**config.mk**
```make
export PLATFORM = sky130hd
export DESIGN_NAME = debug_reg_snapshot
export DESIGN_NICKNAME = d
export VERILOG_FILES = /design/src/rtl/debug_screen_pkg.sv /design/src/rtl/debug_shadow_bank.sv /design/src/rtl/debug_reg_snapshot.sv
export SDC_FILE = /design/constraint.sdc
export NUM_CORES = 2
export LEC_CHECK = 0
export CORE_MARGIN = 5
export CORE_UTILIZATION = 62
export CTS_BUF_LIST = sky130_fd_sc_hd__clkbuf_8 sky130_fd_sc_hd__clkbuf_16
export DETAILED_ROUTE_END_ITERATION = 12
export PLACE_DENSITY = 0.86
export SYNTH_ARGS = -nofsm -noshare
export SYNTH_HDL_FRONTEND = slang
export SYNTH_SLANG_ARGS = --single-unit
```
**constraint.sdc**
```tcl
create_clock -name clk -period 4.6 [get_ports clk]
set_clock_uncertainty 0.2 [all_clocks]
set_input_delay 0.69 -clock clk [delete_from_list [all_inputs] [get_ports clk]]
set_output_delay 0.69 -clock clk [all_outputs]
set_load 0.01 [all_outputs]
```
**src/rtl/debug_screen_pkg.sv**
```systemverilog
// Shared constants for the debug-screen register snapshot path: default geometry and
// the snapshot controller state encoding.
package debug_screen_pkg;

  localparam int unsigned REG_NUM_DEF = 32;
  localparam int unsigned ADDR_W_DEF  = 5;
  localparam int unsigned DATA_W_DEF  = 32;

  localparam logic [1:0] IDLE = 2'd0;
  localparam logic [1:0] SCAN = 2'd1;
  localparam logic [1:0] DONE = 2'd2;

endpackage

```
**src/rtl/debug_shadow_bank.sv**
```systemverilog
// One shadow bank of debug register words: a synchronous write port and a combinational
// read port. The storage is deliberately not reset; validity is tracked by the controller.
module debug_shadow_bank
  import debug_screen_pkg::*;
#(
  parameter int unsigned REG_NUM = REG_NUM_DEF,
  parameter int unsigned ADDR_W  = ADDR_W_DEF,
  parameter int unsigned DATA_W  = DATA_W_DEF
) (
  input  logic              clk,
  input  logic              we,
  input  logic [ADDR_W-1:0] waddr,
  input  logic [DATA_W-1:0] wdata,
  input  logic [ADDR_W-1:0] raddr,
  output logic [DATA_W-1:0] rdata
);

  logic [DATA_W-1:0] mem [REG_NUM];

  always_ff @(posedge clk) begin
    if (we) begin
      mem[waddr] <= wdata;
    end
  end

  assign rdata = mem[raddr];

endmodule

```
**src/rtl/debug_reg_snapshot.sv**
```systemverilog
// Frame-synchronous register snapshot: scans the register file into a back bank once per
// frame and swaps banks on a vsync rising edge so the screen never shows a torn snapshot.
module debug_reg_snapshot
  import debug_screen_pkg::*;
#(
  parameter int unsigned REG_NUM = REG_NUM_DEF,
  parameter int unsigned ADDR_W  = ADDR_W_DEF,
  parameter int unsigned DATA_W  = DATA_W_DEF
) (
  input  logic              clk,
  input  logic              resetn,
  input  logic              vsync,
  input  logic              freeze,
  output logic              rf_req,
  output logic [ADDR_W-1:0] rf_addr,
  input  logic              rf_gnt,
  input  logic [DATA_W-1:0] rf_data,
  input  logic [ADDR_W-1:0] disp_addr,
  output logic [DATA_W-1:0] disp_data,
  output logic              busy,
  output logic              overrun,
  output logic [7:0]        frame_cnt
);

  logic [1:0]        state_q, state_d;
  logic [ADDR_W-1:0] cnt_q, cnt_d;
  logic              front_sel_q, front_sel_d;
  logic              front_valid_q, front_valid_d;
  logic [7:0]        frame_cnt_q, frame_cnt_d;
  logic              overrun_q, overrun_d;
  logic              vsync_q;

  logic frame_ev;
  logic scanning;
  logic last_gnt;
  logic bank_we;
  logic [DATA_W-1:0] rdata0, rdata1;

  assign frame_ev = vsync & ~vsync_q & ~freeze;
  assign scanning = (state_q == SCAN);
  assign last_gnt = scanning & rf_gnt & (cnt_q == ADDR_W'(REG_NUM - 1));
  assign bank_we  = scanning & rf_gnt;

  always_comb begin
    state_d       = state_q;
    cnt_d         = cnt_q;
    front_sel_d   = front_sel_q;
    front_valid_d = front_valid_q;
    frame_cnt_d   = frame_cnt_q;
    overrun_d     = 1'b0;
    case (state_q)
      IDLE: begin
        // Nothing captured yet, so the first frame event only starts a scan.
        if (frame_ev) begin
          state_d = SCAN;
          cnt_d   = '0;
        end
      end
      SCAN: begin
        if (rf_gnt) begin
          cnt_d = cnt_q + 1'b1;
        end
        if (last_gnt) begin
          cnt_d = '0;
          if (frame_ev) begin
            // Scan completes on the event edge: swap and restart immediately.
            front_sel_d   = ~front_sel_q;
            front_valid_d = 1'b1;
            frame_cnt_d   = frame_cnt_q + 8'd1;
            state_d       = SCAN;
          end else begin
            state_d = DONE;
          end
        end else if (frame_ev) begin
          overrun_d = 1'b1;
        end
      end
      DONE: begin
        if (frame_ev) begin
          front_sel_d   = ~front_sel_q;
          front_valid_d = 1'b1;
          frame_cnt_d   = frame_cnt_q + 8'd1;
          state_d       = SCAN;
          cnt_d         = '0;
        end
      end
      default: begin
        state_d = IDLE;
        cnt_d   = '0;
      end
    endcase
  end

  always_ff @(posedge clk or negedge resetn) begin
    if (!resetn) begin
      state_q       <= IDLE;
      cnt_q         <= '0;
      front_sel_q   <= 1'b0;
      front_valid_q <= 1'b0;
      frame_cnt_q   <= 8'd0;
      overrun_q     <= 1'b0;
      vsync_q       <= 1'b0;
    end else begin
      state_q       <= state_d;
      cnt_q         <= cnt_d;
      front_sel_q   <= front_sel_d;
      front_valid_q <= front_valid_d;
      frame_cnt_q   <= frame_cnt_d;
      overrun_q     <= overrun_d;
      vsync_q       <= vsync;
    end
  end

  // The back bank is whichever one is not in front.
  debug_shadow_bank #(
    .REG_NUM (REG_NUM),
    .ADDR_W  (ADDR_W),
    .DATA_W  (DATA_W)
  ) u_bank0 (
    .clk   (clk),
    .we    (bank_we & front_sel_q),
    .waddr (cnt_q),
    .wdata (rf_data),
    .raddr (disp_addr),
    .rdata (rdata0)
  );

  debug_shadow_bank #(
    .REG_NUM (REG_NUM),
    .ADDR_W  (ADDR_W),
    .DATA_W  (DATA_W)
  ) u_bank1 (
    .clk   (clk),
    .we    (bank_we & ~front_sel_q),
    .waddr (cnt_q),
    .wdata (rf_data),
    .raddr (disp_addr),
    .rdata (rdata1)
  );

  assign disp_data = front_valid_q ? (front_sel_q ? rdata1 : rdata0) : '0;
  assign rf_req    = scanning;
  assign rf_addr   = cnt_q;
  assign busy      = scanning;
  assign overrun   = overrun_q;
  assign frame_cnt = frame_cnt_q;

endmodule

```
# --- Word level (Yosys, flattened, before mapping) ---
# Memory sizes are Yosys's and may differ from the RTL's.
# Cells that the tools add are included.
totals:
  reg_bits: 19
  latch_bits: 0
  ram_bits: 2048
  mem_bits_ro: 0
  in_bits: 42
  wordCells: 58
  n_memories: 2
op_classes:
  addsub: 2
  n_mul: 0
  div_mod_pow: 0
  n_lt_le_gt_ge: 0
  n_eq_ne: 6
  n_shift: 0
  n_mux: 26
  bitwise: 9
  n_reduce_logical: 6
memory_table:
  columns: ["memory", "depth", "width", "rd", "rd_ports_with_merged_regs", "write_ports", "line_no", "text"]
  rows:
  - ["u_bank0.mem", 32, 32, 1, 0, 1, "debug_shadow_bank.sv:18", "logic [DATA_W-1:0] mem [REG_NUM];"]
  - ["u_bank1.mem", 32, 32, 1, 0, 1, "debug_shadow_bank.sv:18", null]
op_table:
  columns: ["operator", "n"]
  rows:
  - ["two-way mux 32 bit", 2]
  - ["two-way mux 8 bit", 2]
  - ["case mux 8 bit (2 select lines)", 1]
  - ["two-way mux 5 bit", 3]
  - ["two-way mux 1 bit", 11]
  - ["case mux 5 bit (2 select lines)", 1]
  - ["adder 8 x 1 -> 8 bit (second input constant)", 1]
  - ["AND 1 bit", 6]
  - ["two-way mux 2 bit", 3]
  - ["AND reduction 2 bit", 3]
  - ["adder 5 x 1 -> 5 bit (second input constant)", 1]
  - ["== test 5 bit (second input constant)", 1]
  - ["inequality test 2 x 1 -> 1 bit (second input constant)", 2]
  - ["case mux 1 bit (2 select lines)", 2]
  - ["case mux 2 bit (2 select lines)", 1]
  - ["inequality test 3 x 2 -> 1 bit (second input constant)", 1]
  - ["inverter 1 bit", 3]
  - ["== test 2 x 1 -> 1 bit (second input constant)", 1]
  - ["== test 2 bit (second input constant)", 1]
  - ["logical NOT 2 bit", 1]
  - ["nonzero test 2 bit", 1]
  - ["OR reduction 2 bit", 1]

# --- Longest topological paths before layout ---
logic_depth:
  ltp_word: 6
  mapped_depth: 9
  depth_no_buf: 8

# --- Hierarchy ---
# Synthesis repeated with hierarchy kept, for this count alone.
hier_totals:
  hier_cells: 4604
  area_unflattened_um2: 81136.6
modules_own_cells:
  columns: ["module", "instances", "cells_each", "area_per_inst_um2", "seq_area_each_um2"]
  rows:
  - ["debug_shadow_bank", 2, 2228, 39844.5, 30749.5]
  - ["debug_reg_snapshot", 1, 148, 1447.6, 475.5]

# --- Least setup slack after synthesis ---
# No wires, ideal clock.
synth_path:
  path_kind: "flip-flop to flip-flop"
  startpoint: "reg state_q[1]"
  endpoint: "mem u_bank1.mem[7][0] (netlist bit) (enable)"
  setup_time_ps: 461
  arrival_time_ps: 3350
  required_ps: 3939
  slack_ps: 589
  stages_incl_launch_ff: 7
  synth_period_minus_slack_ps: 4011
  path_cell_list: "dfrtp_1 nand2b_1 inv_1 nand2_1 nor2_1 nand3_1 nor3_1"
synth_between:
  elab_chain_len: 5
synth_rtl:
  columns: ["element", "line_no", "text"]
  rows:
  - ["start: declaration", "debug_reg_snapshot.sv:25", "logic [1:0] state_q, state_d;"]
  - ["start signal: assignment", "debug_reg_snapshot.sv:104", "state_q <= state_d;"]
  - ["== test 2 x 1 -> 1 bit", "debug_reg_snapshot.sv:40", "assign scanning = (state_q == SCAN);"]
  - ["net busy", "debug_reg_snapshot.sv:20", "output logic busy,"]
  - ["AND 1 bit", "debug_reg_snapshot.sv:42", "assign bank_we = scanning & rf_gnt;"]
  - ["AND 1 bit", "debug_reg_snapshot.sv:134", ".we (bank_we & ~front_sel_q),"]
  - ["two-way mux 1 bit", "debug_shadow_bank.sv:21", "if (we) begin"]
  - ["two-way mux 1 bit (not written as such)", "debug_shadow_bank.sv:22", "mem[waddr] <= wdata;"]
  - ["end: declaration", "debug_shadow_bank.sv:18", null]
# The timed path passes the listed nets, and every way through them passes these cells.

# --- Worst setup path in the final report ---
layout_path:
  startpoint: "in disp_addr[0]"
  endpoint: "out disp_data[7]"
layout_between:
  elab_chain_len: 3
layout_rtl:
  columns: ["element", "line_no", "text"]
  rows:
  - ["start: declaration", "debug_reg_snapshot.sv:18", "input logic [ADDR_W-1:0] disp_addr,"]
  - ["memory read (32 x 32 bit)", null, null]
  - ["two-way mux 32 bit (*) (2 in series)", "debug_reg_snapshot.sv:141", "assign disp_data = front_valid_q ? (front_sel_q ? rdata1 : rdata0) : '0;"]
  - ["end: declaration", "debug_reg_snapshot.sv:19", "output logic [DATA_W-1:0] disp_data,"]
# Every way passes the cells marked *; elsewhere a longest branch is shown, timed or not.

==> reports/metrics.csv <==
metric;value;unit
crit_fanout;23;
wl_per_cell;40.57;um
slew_viol_final;0;
yosys.area_share.xor_xnor;0.08806;%
cts_tree;done;
drtAntennaViolNets;0;
synthAdderAreaFrac;0.09435;%
routabilityCongestion;0.8858;
die_height;368.2;um
worstPathArrival;3.75;ns
synth_area_leaders;edfxtp_1, mux4_2, mux2i_1;
detail_route.iter0.violations;7648;
p_clk_share;39.1;%
synth.mux.area_fraction;17.45;%
nets;3823;
synth.avg_cell_area;23.23;sq um
routed_wl;227900;um
power.density;454.2;mW/mm^2
synth_top_area_cell;edfxtp_1;
dp_slack;-0.1064;ns
fillers;6598;
fmaxAchievable;215.6;MHz
syn_to_final_growth;13.97;%
post-dp-hpwl;117200;um
ctsRootBufferMaster;clkbuf_16;
worst_setup_path_start_kind;primary input;
hold_path_depth;1;
hp-class;in2reg;
synth-seq-area-share;77.89;%
ys.flop_type;edfxtp_1;
netlist_area;0.07957;sq mm
synth_cell_types;55;
clock_path_buffers;3;
leakagePower;29.02;nW
wl_met3;31120;um
min_from;vsync;
peakVddDrop;0.3611;mV
antenna_found_initial;9;
rsz0062_at_grt;false;
setup_tns;-0.07314;ns
core_area;0.1275;sq mm
top_layer_used;met4;
netSwitchingFraction;23.49;%
drtPass1Iterations;8;
hold-worst-slack;0.1601;ns
numCtsBuffers;190;
clk_pin_slew_worst_paths;0.06;ns
tightest_slew;1.375;ns
grt_pass1_wl;320200;um
r2r_end;u_bank1.mem[26][31];
fin_crit_sh;100.8;%
rows;131;
status;finished, violations left;
wl_met2;111500;um
finalHoldViolCount;0;
die_x;368.2;um
min_to;vsync_q;
p_total;41.19;mW
htreeDepth;4;
postCtsSetupRepairBufs;0;
power.internal;31.52;mW
critPathKind;in2out;
vias_per_cell;7.542;
synth_top_family_by_area;multiplexers;
grt_max_degree;65;
comb_power_share;8.7;%
start_util;62.40;%
holdBufCountCts;0;
finalSetupViolations;3;
r2r_setup_slack;1.31;ns
violations;negative setup slack;
yosysWarnings;0;
yosys.area.top_type_share;77.29;%
io_pins;90;
synth-compound-area-share;1.695;%
fin_ws;-0.03801;ns
switching_power;9.674;mW
final_util;71.12;%
async_reset_ff_share;0.9192;%
drive_gt1_share;30.48;%
max_slew_margin;8.322;%
synth_simple_gate_area_share;1.378;%
power_frac_seq;52.2;%
grt_pass1_vias;43221;
required;3.71;ns
io_buffers;89;
track_usage;33.79;%
r2r-start;state_q[1];
drt-met1-wl;67740;um
synth_edf_count;2048;
synthCells;3425;
synth_nets;3473;
vias;42354;
maxCapViolations;0;
worst_skew_pair.late_latency;0.81;ns
drc;0;
cp-end-kind;primary output;
overflow;0;
cts_num_sinks;2067;
ff2ff_path_depth;7;
die_area;0.1356;sq mm
synth-seq-cells;2067;
min_period;4.638;ns
[worst max-delay path, cell delays in order]
cell and delay [ns]:
buf_12 0.23, buf_12 0.21, buf_4 0.18, mux4_2 0.57, a22oi_1 0.51, nand2_1 0.13
o22ai_1 0.24, buf_4 0.18, a211oi_1 0.06, buf_4 0.22, clkdlybuf4s50_1 0.48
[worst max path at each step]
| stage | from | endpoint | depth (start not counted) |
|---|---|---|---|
| 2_1_floorplan | state_q[1] | u_bank1.mem[7][0] | 6 |
| 3_3_place_gp | disp_addr[0] | disp_data[29] | 10 |
| 3_5_place_dp | disp_addr[0] | disp_data[29] | 10 |
| 4_1_cts | front_valid_q | disp_data[19] | 8 |
| 5_1_grt | disp_addr[0] | disp_data[29] | 10 |
| 6_report | disp_addr[0] | disp_data[7] | 11 |
[timing repair]
action / CTS / global route
cloned: 0 / 1
endpoints found under the hold margin: 0 / 0
setup endpoints to repair: 13 / 9
pin swaps: 1 / 1
resized for setup: 7 / 8
[final cells by class]
cell class / instances / area [sq um] / area share, %
inverter: 4 / 15.01 / 0.01656
timing repair buffer: 339 / 3298 / 3.637
sequential: 2067 / 61980 / 68.34
clock inverter: 164 / 1419 / 1.565
antenna: 11 / 27.53 / 0.03035
clock buffer: 196 / 4882 / 5.384
tap: 1662 / 2079 / 2.293
multi-input combinational: 1173 / 16990 / 18.73
[flip-flops by register name, summed over array words and instances (netlist names)]
| signal | cells |
|---|---|
| overrun | 1 |
| u_bank1.mem | 1024 |
| front_sel_q | 1 |
| u_bank0.mem | 1024 |
| rf_addr | 5 |
| front_valid_q | 1 |
| state_q | 2 |
| frame_cnt | 8 |
| vsync_q | 1 |
[cells in the mapped netlist, types with 15 or more instances]
library cell  count
nand2_1          71
nor2b_1          15
buf_6            18
mux2_2           22
mux4_2          529
o22ai_1          24
mux2i_1         172
clkbuf_1         42
a22oi_1          39
dfrtp_1          19
nor2_1           86
edfxtp_1       2048
nand3_1          15
a31oi_1          15
buf_2            48
buf_1            15
a21oi_1          35
buf_4            55
[logic make-up after synthesis]
group                      Yosys count
and+or+nand+nor                    241
adders and majority gates            6
buffers and inverters              185
muxes                              723
xor gates and xnor gates             8
DFF                               2067
AOI/OAI and AO/OA                  195
[cells in the final DEF (no fill, tap or decap), types with 6 or more instances in the layout]
cell / instances
edfxtp_1: 2048
mux4_2: 529
buf_4: 197
clkbuf_16: 195
mux2i_1: 172
nand2_1: 70
nor2_4: 62
buf_12: 52
clkdlybuf4s50_1: 51
clkinv_1: 48
clkinv_2: 40
a22oi_1: 39
inv_1: 35
a21oi_1: 33
buf_2: 33
nor2_1: 24
o22ai_1: 23
bufinv_16: 23
mux2_2: 22
dfrtp_1: 17
nor2b_1: 14
nand3_1: 14
o211ai_1: 13
a31oi_1: 13
nand2b_1: 12
diode_2: 11
o21ai_0: 11
nor3_1: 11
o22a_1: 9
o221ai_1: 9
inv_6: 8
clkinvlp_4: 7
o21ai_1: 6
o2111ai_1: 6
or2_2: 6
ha_1: 6
[metrics by stage]
step | cells | instance area [sq um]
floorplan | 3425 | 79570
detailed placement | 5244 | 84280
global route | 5606 | 90660
CTS | 5604 | 90590
finish | 5616 | 90690
global placement | 5244 | 84280
[power by group through the flow]
| stage | clock, mW | combinational (mW) | sequential, mW |
|---|---|---|---|
| 6_report | 16.1 | 3.57 | 21.5 |
| 5_1_grt | 17.1 | 3.64 | 21.5 |
| 4_1_cts | 16.1 | 3.46 | 21.5 |
| 3_5_place_dp | 0 | 3.35 | 21.9 |
| 3_3_place_gp | 0 | 3.24 | 21.8 |
| 2_1_floorplan | 0 | 1.65 | 21.8 |
[per-layer routing]
metal	up-vias	GRT usage, %
met4	0	19.77
met2	4551	54.85
li1	15328	-
met1	21416	41.60
met3	1059	8.978
met5	-	0
Power figures use the tool's default switching activity.
